File: config.mk
export PLATFORM = sky130hd
export DESIGN_NAME = xidoo_core
export DESIGN_NICKNAME = d
export VERILOG_FILES = /design/src/rtl/xidoo_core.sv
export SDC_FILE = /design/constraint.sdc
export NUM_CORES = 1
export LEC_CHECK = 0
export ABC_AREA = 1
export BUFFER_PORTS_ARGS = -buffer_cell sky130_fd_sc_hd__buf_4
export CORE_MARGIN = 8
export CORE_UTILIZATION = 29
export CTS_CLUSTER_DIAMETER = 30
export CTS_CLUSTER_SIZE = 28
export DETAILED_ROUTE_END_ITERATION = 12
export GPL_ROUTABILITY_DRIVEN = 0
export SLEW_MARGIN = 20
export SYNTH_ARGS = -nofsm -noshare
export SYNTH_HDL_FRONTEND = slang
export SYNTH_SLANG_ARGS = --single-unit
File: constraint.sdc
create_clock -name clock -period 5.5 [get_ports clock]
set_input_delay 1.375 -clock clock [delete_from_list [all_inputs] [get_ports clock]]
set_output_delay 1.375 -clock clock [all_outputs]
set_load 0.05 [all_outputs]
File: src/rtl/xidoo_core.sv
// Tiny accumulator CPU: 8 opcodes, single-port synchronous-read memory,
// program loaded through the prog_* port while halted.
module xidoo_core #(
    parameter  int unsigned DW    = 8,
    localparam int unsigned AW    = DW - 3,
    localparam int unsigned DEPTH = 1 << AW
) (
    input  logic          clock,
    input  logic          reset,
    input  logic          run,
    input  logic          prog_we,
    input  logic [AW-1:0] prog_addr,
    input  logic [DW-1:0] prog_data,
    input  logic [DW-1:0] in_data,
    input  logic          in_valid,
    output logic          in_ready,
    output logic [DW-1:0] out_data,
    output logic          out_valid,
    output logic          aeq0,
    output logic          apos,
    output logic          halted
);

    typedef enum logic [2:0] {
        S_HALT, S_FETCH, S_DECODE, S_EXEC, S_MEM, S_INWAIT
    } state_t;

    typedef enum logic [2:0] {
        OP_LOAD, OP_STORE, OP_ADD, OP_SUB, OP_IN, OP_JZ, OP_JPOS, OP_HALT
    } op_t;

    state_t        state, state_d;
    logic [AW-1:0] pc, pc_d;
    logic [DW-1:0] ir, ir_d;
    logic [DW-1:0] a, a_d;
    logic          out_valid_d;

    logic [DW-1:0] mem [DEPTH];
    logic [DW-1:0] rdata;
    logic [AW-1:0] mem_addr;
    logic          mem_we;
    logic [DW-1:0] mem_wdata;

    op_t           op;
    logic [AW-1:0] ir_addr;

    assign op       = op_t'(ir[DW-1:DW-3]);
    assign ir_addr  = ir[AW-1:0];

    assign out_data = a;
    assign aeq0     = (a == '0);
    assign apos     = ~a[DW-1];
    assign in_ready = (state == S_INWAIT);
    assign halted   = (state == S_HALT);

    // Next-state, datapath updates and memory port steering
    always_comb begin
        state_d     = state;
        pc_d        = pc;
        ir_d        = ir;
        a_d         = a;
        out_valid_d = 1'b0;
        mem_addr    = ir_addr;
        mem_we      = 1'b0;
        mem_wdata   = a;

        unique case (state)
            S_HALT: begin
                mem_addr  = prog_addr;
                mem_we    = prog_we;
                mem_wdata = prog_data;
                if (run) begin
                    pc_d    = '0;
                    state_d = S_FETCH;
                end
            end
            S_FETCH: begin
                mem_addr = pc;
                state_d  = S_DECODE;
            end
            S_DECODE: begin
                ir_d    = rdata;
                pc_d    = pc + AW'(1);
                state_d = S_EXEC;
            end
            S_EXEC: begin
                state_d = S_FETCH;
                case (op)
                    OP_LOAD:  state_d = S_MEM;
                    OP_ADD:   state_d = S_MEM;
                    OP_SUB:   state_d = S_MEM;
                    OP_STORE: mem_we  = 1'b1;
                    OP_IN:    state_d = S_INWAIT;
                    OP_JZ:    if (aeq0) pc_d = ir_addr;
                    OP_JPOS:  if (apos) pc_d = ir_addr;
                    OP_HALT:  state_d = S_HALT;
                endcase
            end
            S_MEM: begin
                state_d     = S_FETCH;
                out_valid_d = 1'b1;
                case (op)
                    OP_ADD:  a_d = a + rdata;
                    OP_SUB:  a_d = a - rdata;
                    default: a_d = rdata;
                endcase
            end
            S_INWAIT: begin
                if (in_valid) begin
                    a_d         = in_data;
                    out_valid_d = 1'b1;
                    state_d     = S_FETCH;
                end
            end
            default: state_d = S_HALT;
        endcase
    end

    always_ff @(posedge clock or posedge reset) begin
        if (reset) begin
            state     <= S_HALT;
            pc        <= '0;
            ir        <= '0;
            a         <= '0;
            out_valid <= 1'b0;
        end else begin
            state     <= state_d;
            pc        <= pc_d;
            ir        <= ir_d;
            a         <= a_d;
            out_valid <= out_valid_d;
        end
    end

    // Program memory keeps its contents across reset
    always_ff @(posedge clock) begin
        if (mem_we) begin
            mem[mem_addr] <= mem_wdata;
        end
        rdata <= mem[mem_addr];
    end

endmodule

[Yosys cells after proc, flatten, opt, wreduce, memory -nomap -nowiden]
Memory sizes are Yosys's and may differ from the RTL's. A register that Yosys moved wholly into a read port is not among the register bits.
Cells that the tools add are included.
W data, S select, Z words.
Word-level totals
  flip-flop bits (word level): 25
  RAM bits: 256
  bits of input ports: 26
  output and inout port bits: 13
  word-level logic and storage cells: 56
  memories: 1
Operators by class
  $add $sub $neg: 3
  equality and inequality tests: 17
  multiplexer cells: 20
  bitwise logic cells: 1
  reduce and logical (&&, ||, !) cells: 9
Memories
  mem: depth 32, width 8, rd ports 1, clocked after Yosys merged registers in 1, write ports 1, RTL line 38  | logic [DW-1:0] mem [DEPTH];
Operators by type and width (count)
  $pmux W8 S2: 2
  $pmux W5 S2: 2
  $eq A3 B3 Y1 const B: 6
  $pmux W3 S6: 1
  $mux W8: 2
  $mux W5: 3
  $pmux W5 S3: 1
  $eq A3 B2 Y1 const B: 4
  $pmux W3 S3: 1
  $add A8 B8 Y8: 1
  $logic_not A8 Y1: 1
  $sub A8 B8 Y8: 1
  $eq A3 B1 Y1 const B: 2
  $logic_not A3 Y1: 2
  $mux W3: 2
  $ne A3 B3 Y1 const B: 2
  $add A5 B1 Y5 const B: 1
  $reduce_and A5 Y1: 1
  $mux W1: 4
  $ne A2 B2 Y1 const B: 2
  $pmux W1 S2: 2
  $reduce_and A2 Y1: 2
  $ne A3 B2 Y1 const B: 1
  $reduce_bool A3 Y1: 1
  3 further kinds: 3

[Logic depth before layout (Yosys ltp)]
  word-level depth: 5
  gate-level depth with buffers: 18
  depth with buffers taken out: 18

[Least setup slack after synthesis]
No wires, ideal clock.
  path type: register -> register
  start: reg state[0]
  end: mem mem[0][0] (data pin)
  setup time: 455 ps
  data arrival time: 2575 ps
  data required time: 5045 ps
  path slack: 2471 ps
  cell stages (with the launch flop): 8
  path buffers: 3
  clock period less this slack: 3029 ps
  path through: dfrtp_1 -> buf_6 -> nor2_4 -> nand2_2 -> buf_6 -> inv_4 -> clkbuf_1 -> o21ai_0
On the way
  word-level cells in the longest chain between the ends: 2
RTL lines
  start, declared: RTL line 32  | state_t state, state_d;
  start signal, assigned: RTL line 127  | state <= state_d;
  $logic_not A3 Y1
  net halted: RTL line 21  | output logic halted
  $mux W8: RTL line 67  | unique case (state)
  net mem_wdata[0]: RTL line 42  | logic [DW-1:0] mem_wdata;
  end, declared: RTL line 38
The timed path passes the listed nets, and every way through them passes these cells.

[Worst setup path in the final report]
  start: reg state[0]
  end: mem mem[22][1] (enable)
On the way
  word-level cells in the longest chain between the ends: 4
  elaborated cells between the ends (all ways): 7
  classes of those cells: 2 x eq/ne; 4 x mux; 1 x reduce/logical
RTL lines
  $eq A3 B2 Y1 or $logic_not A3 Y1 (tied branches): RTL line 67
  $pmux W1 S2: RTL line 67
  $mux W1: RTL line 137  | if (mem_we) begin
  $mux W1 (implied by the code): RTL line 138  | mem[mem_addr] <= mem_wdata;
Parallel ways exist; a longest one is shown, timed or not.

==> impl_metrics.ini <==
[floorplan]
core_area_um2 = 45280
die_h_um = 230.1
dieArea_um2 = 52930
die_w_um = 230.1
start_util_pct = 29.34
io_pins = 39
rows = 78

[timing]
setup_violations = 0
maxSlewViolCount = 0
fin_crit_ps = 3446
hold_violations = 0
setup_slack_ps = 2054
fmax_ghz = 0.2902
relSlewSlack_pct = 36.52
tightestPinTransition_ps = 946.4
skew_ps = 20.13
min_period_over_period_pct = 62.66
holdWs_ps = 481.4
rsz0062_at_grt = no
fin_tns_setup_ps = 0

[layout]
nFillCells = 4520
syn2layout_area_growth_pct = 21.24
layout-drive-gt1-share_pct = 13.57
final_common_cell = nand2_1
insertedDiodeCount = 0
fin_util_pct = 35.58
layout_common_cells = nand2_1 (625), edfxtp_1 (256), nand3_1 (140)
layout.cells.non_filler = 2074
nets = 1462

[power]
peakVddDrop_mv = 0.4363
p_leak_nw = 6.713
powerDensity_nw_per_um2 = 717.6

[synthesis]
synth.distinct_cells = 39
netlist_instances = 1381
syn_nets = 1417
avgSynthCellArea_um2 = 9.622
yosys_warnings = 0
ys_seq_area_share_pct = 63.77
synth_seq_cells = 289
syn_area_um2 = 13290

[drt]
routed_wl_mm = 34.58
wl_per_cell_um = 16.67
vias = 9751
detail-route-antenna-nets = 0
route.detailed.vias_per_inst = 4.702
dr.pass1.iters = 8
drt_iter0_drc = 852
drc = 0

[clock_tree]
clockBufferDepth = 3
cts_made_buffers = 56
cts_setup_buffers = 0
cts_tree = built
clock_latency_ps = 560
htreeDepth = 2
cts-resized-gates = 0
root_buffer = clkbuf_16
cts.clk_slew.worst_paths_ps = 50
cts.sinks = 289
holdBufCountCts = 0

[grt]
grt-ovfl-total = 0
antenna_found_initial = 0
grt_pass1_wl_mm = 53.64
grtUsageTotal_pct = 12.69
grt_pass1_vias = 9662
grt_max_degree = 79

[critical_path]
end_kind = flip-flop
cp_num_buf_inv = 2
critPathMaxFanout = 28
arrival_ps = 3620
crit_type = reg -> reg
cp_slowest_cell = nor2_1
critPathMaxStageDelay_ps = 660
cp_top_family = simple AND/OR/NAND/NOR gates
required_ps = 5680
start_kind = flip-flop
path_cells = nor2_4 -> nand2_2 -> nand2_2 -> nor2_1 -> nor2_4 -> buf_4 -> inv_2 -> nand3_2 -> nor2_1

[run]
cap_violations = 0

[status]
status = completed

[placement]
port_buffers = 38
dp_hpwl_mm = 21.31
dpl.cell_count = 1968
pre_cts_ws_ps = 1601

[hold_path]
hold_path.class = reg -> reg
==> synthesized netlist by cell type (all sizes together) <==
library cell  instances  area [µm²]
o221ai                3       26.28
nand4                 2       12.51
nand3               147       770.7
buf                  49       297.8
clkinv                1       3.750
a32oi                 1       8.760
xnor2                 2       17.52
inv                  63       239.0
o21ai                37       188.9
edfxtp              256        7687
a311oi                1       8.760
o211ai                1       7.510
xor2                  7       61.31
or2                   3       18.77
ha                    9       112.6
nand2               635        2401
o22ai                 7       50.05
nor2                 92       402.9
o31ai                 2       28.78
clkbuf               14       52.55
o2111ai               1       8.760
dfxtp                 8       160.2
dfrtp                25       625.6
a31oi                 1       6.260
fa                    1       20.02
nor3                  1       10.01
a21oi                12       60.06
==> per-layer routing <==
metal / vias to the layer above / track usage, % / routed length [µm]
met4: 0 / 3.960 / 674
met2: 285 / 22.13 / 17180
li1: 4690 / - / -
met3: 56 / 1.638 / 1664
met1: 4720 / 16.19 / 15070
met5: - / 0 / 0
==> power breakdown <==
group	total, mW	internal [mW]	switching [mW]
Sequential	3.18	3.03	0.142
Clock	3.52	2.40	1.12
Combinational	4.86	1.23	3.63
==> worst reg2reg max path: stages (launching register included) <==
cell     delay (ps)
dfrtp_1         560
nor2_4           80
nand2_2         300
nand2_2         150
nor2_1          200
nor2_4           50
buf_4           230
inv_2           400
nand3_2         450
nor2_1          660
==> layout make-up <==
type	count	area (µm²)	area share (%)
timing repair buffer	50	375.4	2.330
tap	600	750.7	4.660
sequential	289	8473	52.59
clock buffer	69	1533	9.514
inverter	64	244.0	1.514
clock inverter	37	469.2	2.912
multi-input combinational	965	4265	26.48
==> sequential cells by signal (all words and copies together), names as in the netlist <==
register	cells
mem	256
ir	8
rdata	8
pc	5
state	3
out_valid	1
out_data	8
==> logic make-up (layout without fill, tap and decap cells) <==
family                     after synthesis  in the layout  synth area share [%]
AOI/OAI and AO/OA                       66             66                 2.966
buffers and inverters                  127            220                 4.463
xor gates and xnor gates                 9              9                0.5933
DFF                                    289            289                 63.77
and+or+nand+nor                        880            880                 27.21
adders and majority gates               10             10                0.9981
==> path summary, 6_finish.rpt <==
path / to / depth (start not counted) / startpoint / slack (ps)
worst max register to register: mem[22][1] / 9 / state[0] / 2050
max in group asynchronous: out_data[1] / 2 / reset / 4130
worst max-delay path: mem[22][1] / 9 / state[0] / 2050
worst min register to register: ir[3] / 2 / ir[3] / 480
worst min-delay path: ir[3] / 2 / ir[3] / 480
min in group asynchronous: state[0] / 2 / reset / 940
==> through the flow <==
stage,total power [mW],instance area [µm²]
floorplan,6.587,13290
global placement,8.013,14110
detailed placement,8.048,14110
CTS,11.60,16110
global route,12.25,16110
finish,11.56,16110
No activity file was read; power rests on OpenSTA's default activity.
